<file path="config.mk">
export PLATFORM = sky130hd
export DESIGN_NAME = oam_dma_ctrl_flat
export DESIGN_NICKNAME = d
export VERILOG_FILES = /design/src/rtl/oam_dma_ctrl_if.sv /design/src/rtl/oam_dma_ctrl.sv /design/src/flat_wrapper.sv
export SDC_FILE = /design/constraint.sdc
export NUM_CORES = 1
export LEC_CHECK = 0
export CORE_MARGIN = 8
export CORE_UTILIZATION = 47
export CTS_CLUSTER_DIAMETER = 150
export DETAILED_ROUTE_END_ITERATION = 16
export PLACE_DENSITY = 0.82
export SETUP_SLACK_MARGIN = 0.5
export SYNTH_ARGS = -nofsm -noshare
export SYNTH_HDL_FRONTEND = slang
export SYNTH_SLANG_ARGS = --single-unit
</file>
<file path="constraint.sdc">
create_clock -name clock -period 4.1 [get_ports clock]
set_input_delay 0.615 -clock clock [delete_from_list [all_inputs] [get_ports clock]]
set_output_delay 0.615 -clock clock [all_outputs]
set_load 0.02 [all_outputs]
</file>
<file path="src/rtl/oam_dma_ctrl_if.sv">
// Bus bundle between the CPU, the sprite-DMA controller and the system bus.
// slave = controller view; master = CPU/bus-side view.
interface oam_dma_ctrl_if;
  logic [15:0] cpu_addr;
  logic [7:0]  cpu_data_out;
  logic        cpu_rw;
  logic [7:0]  bus_data_in;
  logic [15:0] bus_addr;
  logic [7:0]  bus_data_out;
  logic        bus_rw;
  logic        cpu_rdy;
  logic        dma_active;

  modport slave (
    input  cpu_addr, cpu_data_out, cpu_rw, bus_data_in,
    output bus_addr, bus_data_out, bus_rw, cpu_rdy, dma_active
  );

  modport master (
    output cpu_addr, cpu_data_out, cpu_rw, bus_data_in,
    input  bus_addr, bus_data_out, bus_rw, cpu_rdy, dma_active
  );
endinterface

</file>
<file path="src/rtl/oam_dma_ctrl.sv">
// Sprite-DMA arbiter: passes CPU through, and on a write to DMA_REG_ADDR freezes the
// CPU and copies page P to OAM_DATA_ADDR as 256 read/write pairs on get/put parity.
module oam_dma_ctrl #(
  parameter logic [15:0] DMA_REG_ADDR  = 16'h4014,
  parameter logic [15:0] OAM_DATA_ADDR = 16'h2004
) (
  input  logic           clock,
  input  logic           nreset,
  oam_dma_ctrl_if.slave  bus
);

  typedef enum logic [2:0] {
    S_IDLE,
    S_HALT,
    S_ALIGN,
    S_READ,
    S_WRITE
  } state_t;

  state_t     r_state;
  state_t     w_next_state;
  logic       r_get;
  logic [7:0] r_idx;
  logic [7:0] r_page;
  logic [7:0] r_latch;
  logic       w_trigger;

  assign w_trigger = (r_state == S_IDLE) && (bus.cpu_addr == DMA_REG_ADDR) && !bus.cpu_rw;

  always_ff @(posedge clock or negedge nreset) begin
    if (!nreset) begin
      r_state <= S_IDLE;
      r_get   <= 1'b1;
      r_idx   <= 8'h00;
      r_page  <= 8'h00;
      r_latch <= 8'h00;
    end else begin
      r_state <= w_next_state;
      r_get   <= ~r_get;
      if (w_trigger) begin
        r_page <= bus.cpu_data_out;
        r_idx  <= 8'h00;
      end
      if (r_state == S_READ) begin
        r_latch <= bus.bus_data_in;
      end
      // idx parks at FF after the last byte rather than wrapping into a second pass
      if ((r_state == S_WRITE) && (r_idx != 8'hFF)) begin
        r_idx <= r_idx + 8'h01;
      end
    end
  end

  always_comb begin
    w_next_state     = r_state;
    bus.bus_addr     = bus.cpu_addr;
    bus.bus_data_out = bus.cpu_data_out;
    bus.bus_rw       = bus.cpu_rw;
    bus.cpu_rdy      = 1'b1;
    bus.dma_active   = 1'b0;
    case (r_state)
      S_IDLE: begin
        if (w_trigger) begin
          w_next_state = S_HALT;
        end
      end
      S_HALT: begin
        bus.bus_rw     = 1'b1;
        bus.cpu_rdy    = 1'b0;
        bus.dma_active = 1'b1;
        // the next cycle is a get cycle exactly when the current one is not
        w_next_state   = r_get ? S_ALIGN : S_READ;
      end
      S_ALIGN: begin
        bus.bus_rw     = 1'b1;
        bus.cpu_rdy    = 1'b0;
        bus.dma_active = 1'b1;
        w_next_state   = S_READ;
      end
      S_READ: begin
        bus.bus_addr   = {r_page, r_idx};
        bus.bus_rw     = 1'b1;
        bus.cpu_rdy    = 1'b0;
        bus.dma_active = 1'b1;
        w_next_state   = S_WRITE;
      end
      S_WRITE: begin
        bus.bus_addr     = OAM_DATA_ADDR;
        bus.bus_data_out = r_latch;
        bus.bus_rw       = 1'b0;
        bus.cpu_rdy      = 1'b0;
        bus.dma_active   = 1'b1;
        w_next_state     = (r_idx == 8'hFF) ? S_IDLE : S_READ;
      end
      default: begin
        w_next_state = S_IDLE;
      end
    endcase
  end

endmodule
</file>
<file path="src/flat_wrapper.sv">
// flat-port wrapper written by rule: the top's interface ports become plain ports
module oam_dma_ctrl_flat 
#(
  parameter logic [15:0] DMA_REG_ADDR  = 16'h4014,
  parameter logic [15:0] OAM_DATA_ADDR = 16'h2004
)
  (clock, nreset, bus_cpu_addr, bus_cpu_data_out, bus_cpu_rw, bus_bus_data_in, bus_bus_addr, bus_bus_data_out, bus_bus_rw, bus_cpu_rdy, bus_dma_active);
  oam_dma_ctrl_if bus_i ();
  input  logic clock;
  input  logic nreset;
  input wire logic [$bits(bus_i.cpu_addr)-1:0] bus_cpu_addr;
  input wire logic [$bits(bus_i.cpu_data_out)-1:0] bus_cpu_data_out;
  input wire logic [$bits(bus_i.cpu_rw)-1:0] bus_cpu_rw;
  input wire logic [$bits(bus_i.bus_data_in)-1:0] bus_bus_data_in;
  output wire logic [$bits(bus_i.bus_addr)-1:0] bus_bus_addr;
  output wire logic [$bits(bus_i.bus_data_out)-1:0] bus_bus_data_out;
  output wire logic [$bits(bus_i.bus_rw)-1:0] bus_bus_rw;
  output wire logic [$bits(bus_i.cpu_rdy)-1:0] bus_cpu_rdy;
  output wire logic [$bits(bus_i.dma_active)-1:0] bus_dma_active;
  assign bus_i.cpu_addr = bus_cpu_addr;
  assign bus_i.cpu_data_out = bus_cpu_data_out;
  assign bus_i.cpu_rw = bus_cpu_rw;
  assign bus_i.bus_data_in = bus_bus_data_in;
  assign bus_bus_addr = bus_i.bus_addr;
  assign bus_bus_data_out = bus_i.bus_data_out;
  assign bus_bus_rw = bus_i.bus_rw;
  assign bus_cpu_rdy = bus_i.cpu_rdy;
  assign bus_dma_active = bus_i.dma_active;
  oam_dma_ctrl #(.DMA_REG_ADDR(DMA_REG_ADDR), .OAM_DATA_ADDR(OAM_DATA_ADDR)) u_core (.clock(clock), .nreset(nreset), .bus(bus_i));
endmodule
</file>
# == Word level (Yosys, flattened, before mapping) ==
# Cells that the tools add are included.
# classes
mux,11
reduce_logical,8
n_bitwise,1
add_sub_neg,1
eq_ne,8
# op_table
op,count
$pmux 16 s2,1
$mux 8,3
$eq 16x15->1 const B,1
$pmux 3 s5,1
$add 8x1->8 const B,1
$eq 8x8->1 const B,1
$ne 8x8->1 const B,1
$eq 3x2->1 const B,2
$reduce_or 4->1,1
$eq 3x1->1 const B,1
$eq 3x3->1 const B,1
$logic_and 1x1->1,3
$logic_not 3->1,1
$mux 1,3
$mux 3,1
$reduce_or 3->1,1
$mux 2,1
$ne 2x1->1 const B,1
$pmux 1 s2,1
$reduce_bool 2->1,1
$logic_not 1->1,1
$not 1->1,1
# totals
register_bits,28
in_bits,35
word_cells,34
output_inout_bits,27

# == Depth between registers and ports, before layout ==
# logic_depth
ltp_word,5
mapped_depth,7
mapped_depth_nobuf,5

# == Least setup slack after synthesis ==
# No wires, ideal clock.
# synth_timing
path_type,register to output
from,reg u_core.r_state[0]
to,out bus_bus_data_out[0]
arrival_ns,1.332
stages_incl_launch_ff,6
t_required_ns,3.485
setup_slack_ns,2.153
n_path_buf,2
cell_sequence,dfrtp_1 > or3b_1 > buf_6 > clkbuf_1 > nand2_1 > nand2_1
# synth_between
elab_chain_cells,2
# synth_rtl
element,line_no,rtl
from (decl),oam_dma_ctrl.sv:20,state_t r_state;
from (signal assigned),oam_dma_ctrl.sv:38,r_state <= w_next_state;
$eq 3x3->1,oam_dma_ctrl.sv:61,case (r_state)
$mux 8,oam_dma_ctrl.sv:61,
to (decl),flat_wrapper.sv:16,output wire logic [$bits(bus_i.bus_data_out)-1:0] bus_bus_data_out;
# No other way between the ends.

# == Worst setup path in the final report ==
# layout_timing
from,reg u_core.r_state[0]
to,out bus_bus_addr[6]
# layout_between
elab_chain_cells,2
word_cells_on_any_way,3
classes_between,eq/ne (2); mux (1)
# layout_rtl
element,line_no,rtl
$eq 3x3->1 / $eq 3x2->1 (equally long branches),oam_dma_ctrl.sv:61,
$pmux 16 s2 *,oam_dma_ctrl.sv:61,
to (decl),flat_wrapper.sv:15,output wire logic [$bits(bus_i.bus_addr)-1:0] bus_bus_addr;
# Every way passes the cells marked *; elsewhere a longest branch is shown, timed or not.

==> results_dict.tcl <==
set metrics [dict create \
    start_util_pct 48.9 \
    timing.setup.tns_ps 0 \
    startpoint_type "flop" \
    worstPathMaxFanout 11 \
    place_congestion 0.814 \
    hold_path_class "reg -> reg" \
    rows 21 \
    grt_pass1_vias 1632 \
    period_needed_ps 3300 \
    critical_path.slowest_cell "clkdlybuf4s50_1" \
    antenna_found_initial 0 \
    num_antenna_cells 0 \
    final_common_cell "clkdlybuf4s50_1" \
    cts_buffers 3 \
    layout_common_cells "clkdlybuf4s50_1, nand2_1, dfrtp_1, a22o_1, mux2_2" \
    grt_pass1_wl_um 7560 \
    syn_to_final_growth_pct 39.0 \
    clock.fmax_mhz 303 \
    ff2ff_path_depth 4 \
    synth-edff-count 0 \
    cts_setup_buffers 0 \
    cp_data_arrival_time_ps 2690 \
    portBuffers 61 \
    cpMostUsedCell "nor2_1" \
    cpLargestDelayFamily "simple AND/OR/NAND/NOR gates" \
    min_period_over_period_pct 80.5 \
    clockBufferDepth 2 \
    clk-insertion-delay-late_ps 320 \
    synth_area_sq_um 1630 \
    max_stage_delay_ps 540 \
    firstDrtPassIters 4 \
    htree_levels 1 \
    powerDensity_nw_per_um2 649 \
    yosys_warnings 0 \
    wl_um 4580 \
    dieArea_sq_um 5610 \
    path_depth 6 \
    cp.required_ps 3480 \
    ctsResizeCount 0 \
    routedWlPerCell_um 17.0 \
    leakage_nw 1.00 \
    peakVddDrop_v 0.000242 \
    ys_seq_elements 28 \
    slew_violations 0 \
    vias 1491 \
    fin_worst_skew_ps 6.57 \
    crit_chain "nor2_1, and2_1, nor2_1, buf_4, a22o_1, clkdlybuf4s50_1" \
    ys.flop_type "dfrtp_1" \
    placed_cell_area_sq_um 2240 \
    outcome "finished clean" \
    clk_pin_slew_ps 140 \
    gr-total-overflow 0 \
    tightest_slew_ps 701 \
    postRouteAntennaNets 0 \
    via_per_inst 5.54 \
    grtUsageTotal_pct 17.1 \
    rsz0062_at_grt "false" \
    synth_nets 203 \
    synthCells 167 \
    avgSynthCellArea_sq_um 9.76 \
    hold_buffers 0 \
    dp_hpwl_um 3550 \
    relSlewSlack_pct 53.2 \
    core_sq_um 3340 \
    nets 260 \
    grt_max_degree 29 \
    hold_violations 0 \
    crit_buf_inv 2 \
    cts_tree "done" \
    maxCapViolations 0 \
    ioPinCount 62 \
    yosysUniqueCellTypes 40 \
    synth_async_sr_flop_share_pct 100 \
    final_area_sq_um 2270 \
    drt_iter0_markers 86 \
    drive_above_1_share_pct 11.7 \
    end_kind "output pin" \
    drt_drc_violations_left 0 \
    cts_root_buf "clkbuf_4" \
    hold_depth 1 \
    die_x_um 74.9 \
    setup_viol 0 \
    dieHeight_um 74.9 \
    yosysSeqAreaShare_pct 43.1 \
    cts_num_sinks 28 \
    critPathKind "reg -> out" \
]
[area by class of cell]
cell class | count | area [sq um]
clock buffers | 4 | 26.3
well taps | 46 | 57.6
repair buffers | 64 | 633
inverters | 3 | 11.3
multi-input cells | 124 | 836
fillers | 282 | 1070
flip-flops and latches | 28 | 702
[logic make-up after synthesis]
family | Yosys count | synth area share [%]
buffers and inverters | 15 | 5.68
XOR/XNOR | 2 | 1.07
AND/OR/NAND/NOR | 65 | 19.3
adder cells (fa/ha/maj) | 1 | 0.767
multiplexers | 19 | 13.8
AO/OA/AOI/OAI | 37 | 16.3
flip-flops | 28 | 43.1
[through the flow]
stage	hold slack [ps]	std cells	power [mW]	util, %	worst slack, ps
finish	468	269	1.47	67.9	800
global route	480	269	1.57	67.9	651
CTS	470	269	1.47	67.9	803
detailed placement	436	265	1.36	67.1	1170
global placement	425	265	1.32	67.1	1270
floorplan	319	167	1.02	-	2150
[synthesized netlist by cell type, types with 3 or more instances]
library cell,n,area (sq um)
nand2_1,37,139
dfrtp_1,27,676
a22o_1,14,123
mux2_2,12,135
o21ai_0,10,50.1
clkbuf_1,5,18.8
nand3_1,5,25.0
buf_6,4,45.0
mux2_4,4,60.1
nor2_1,4,15.0
inv_1,3,11.3
mux2i_1,3,30.0
nor2b_1,3,18.8
nor3_1,3,15.0
nor4b_1,3,26.3
[power breakdown]
group / switching (mW) / total (mW) / internal, mW
sequential: 0.117 / 0.485 / 0.368
clock: 0.0780 / 0.116 / 0.0380
combinational: 0.444 / 0.869 / 0.425
total: 0.638 / 1.47 / 0.831
[per-layer routing]
| layer | vias up | track usage (%) | wire [um] |
|---|---|---|---|
| met5 | - | 0 | 0 |
| met4 | 0 | 3.91 | 46 |
| met3 | 4 | 5.73 | 405 |
| met2 | 52 | 29.4 | 2270 |
| met1 | 725 | 20.0 | 1850 |
| li1 | 710 | - | - |
[worst paths after layout]
check,slack [ps],start,endpoint
worst max-delay path,800,u_core.r_state[0]$_DFFE_PN0P_,bus_bus_addr[6]
worst min-delay path,470,u_core.r_get$_DFF_PN1_,u_core.r_get$_DFF_PN1_
worst max register to register,1990,u_core.r_state[2]$_DFFE_PN0P_,u_core.r_page[0]$_DFFE_PN0P_
worst min register to register,470,u_core.r_get$_DFF_PN1_,u_core.r_get$_DFF_PN1_
max in group asynchronous,3130,nreset,u_core.r_get$_DFF_PN1_
min in group asynchronous,660,nreset,u_core.r_idx[5]$_DFFE_PN0P_
[flip-flops by register name (all words and copies together), names as in the netlist]
signal          cells
u_core.r_page       8
u_core.r_get        1
u_core.r_latch      8
u_core.r_state      3
u_core.r_idx        8
(Power assumes the default switching activity.)
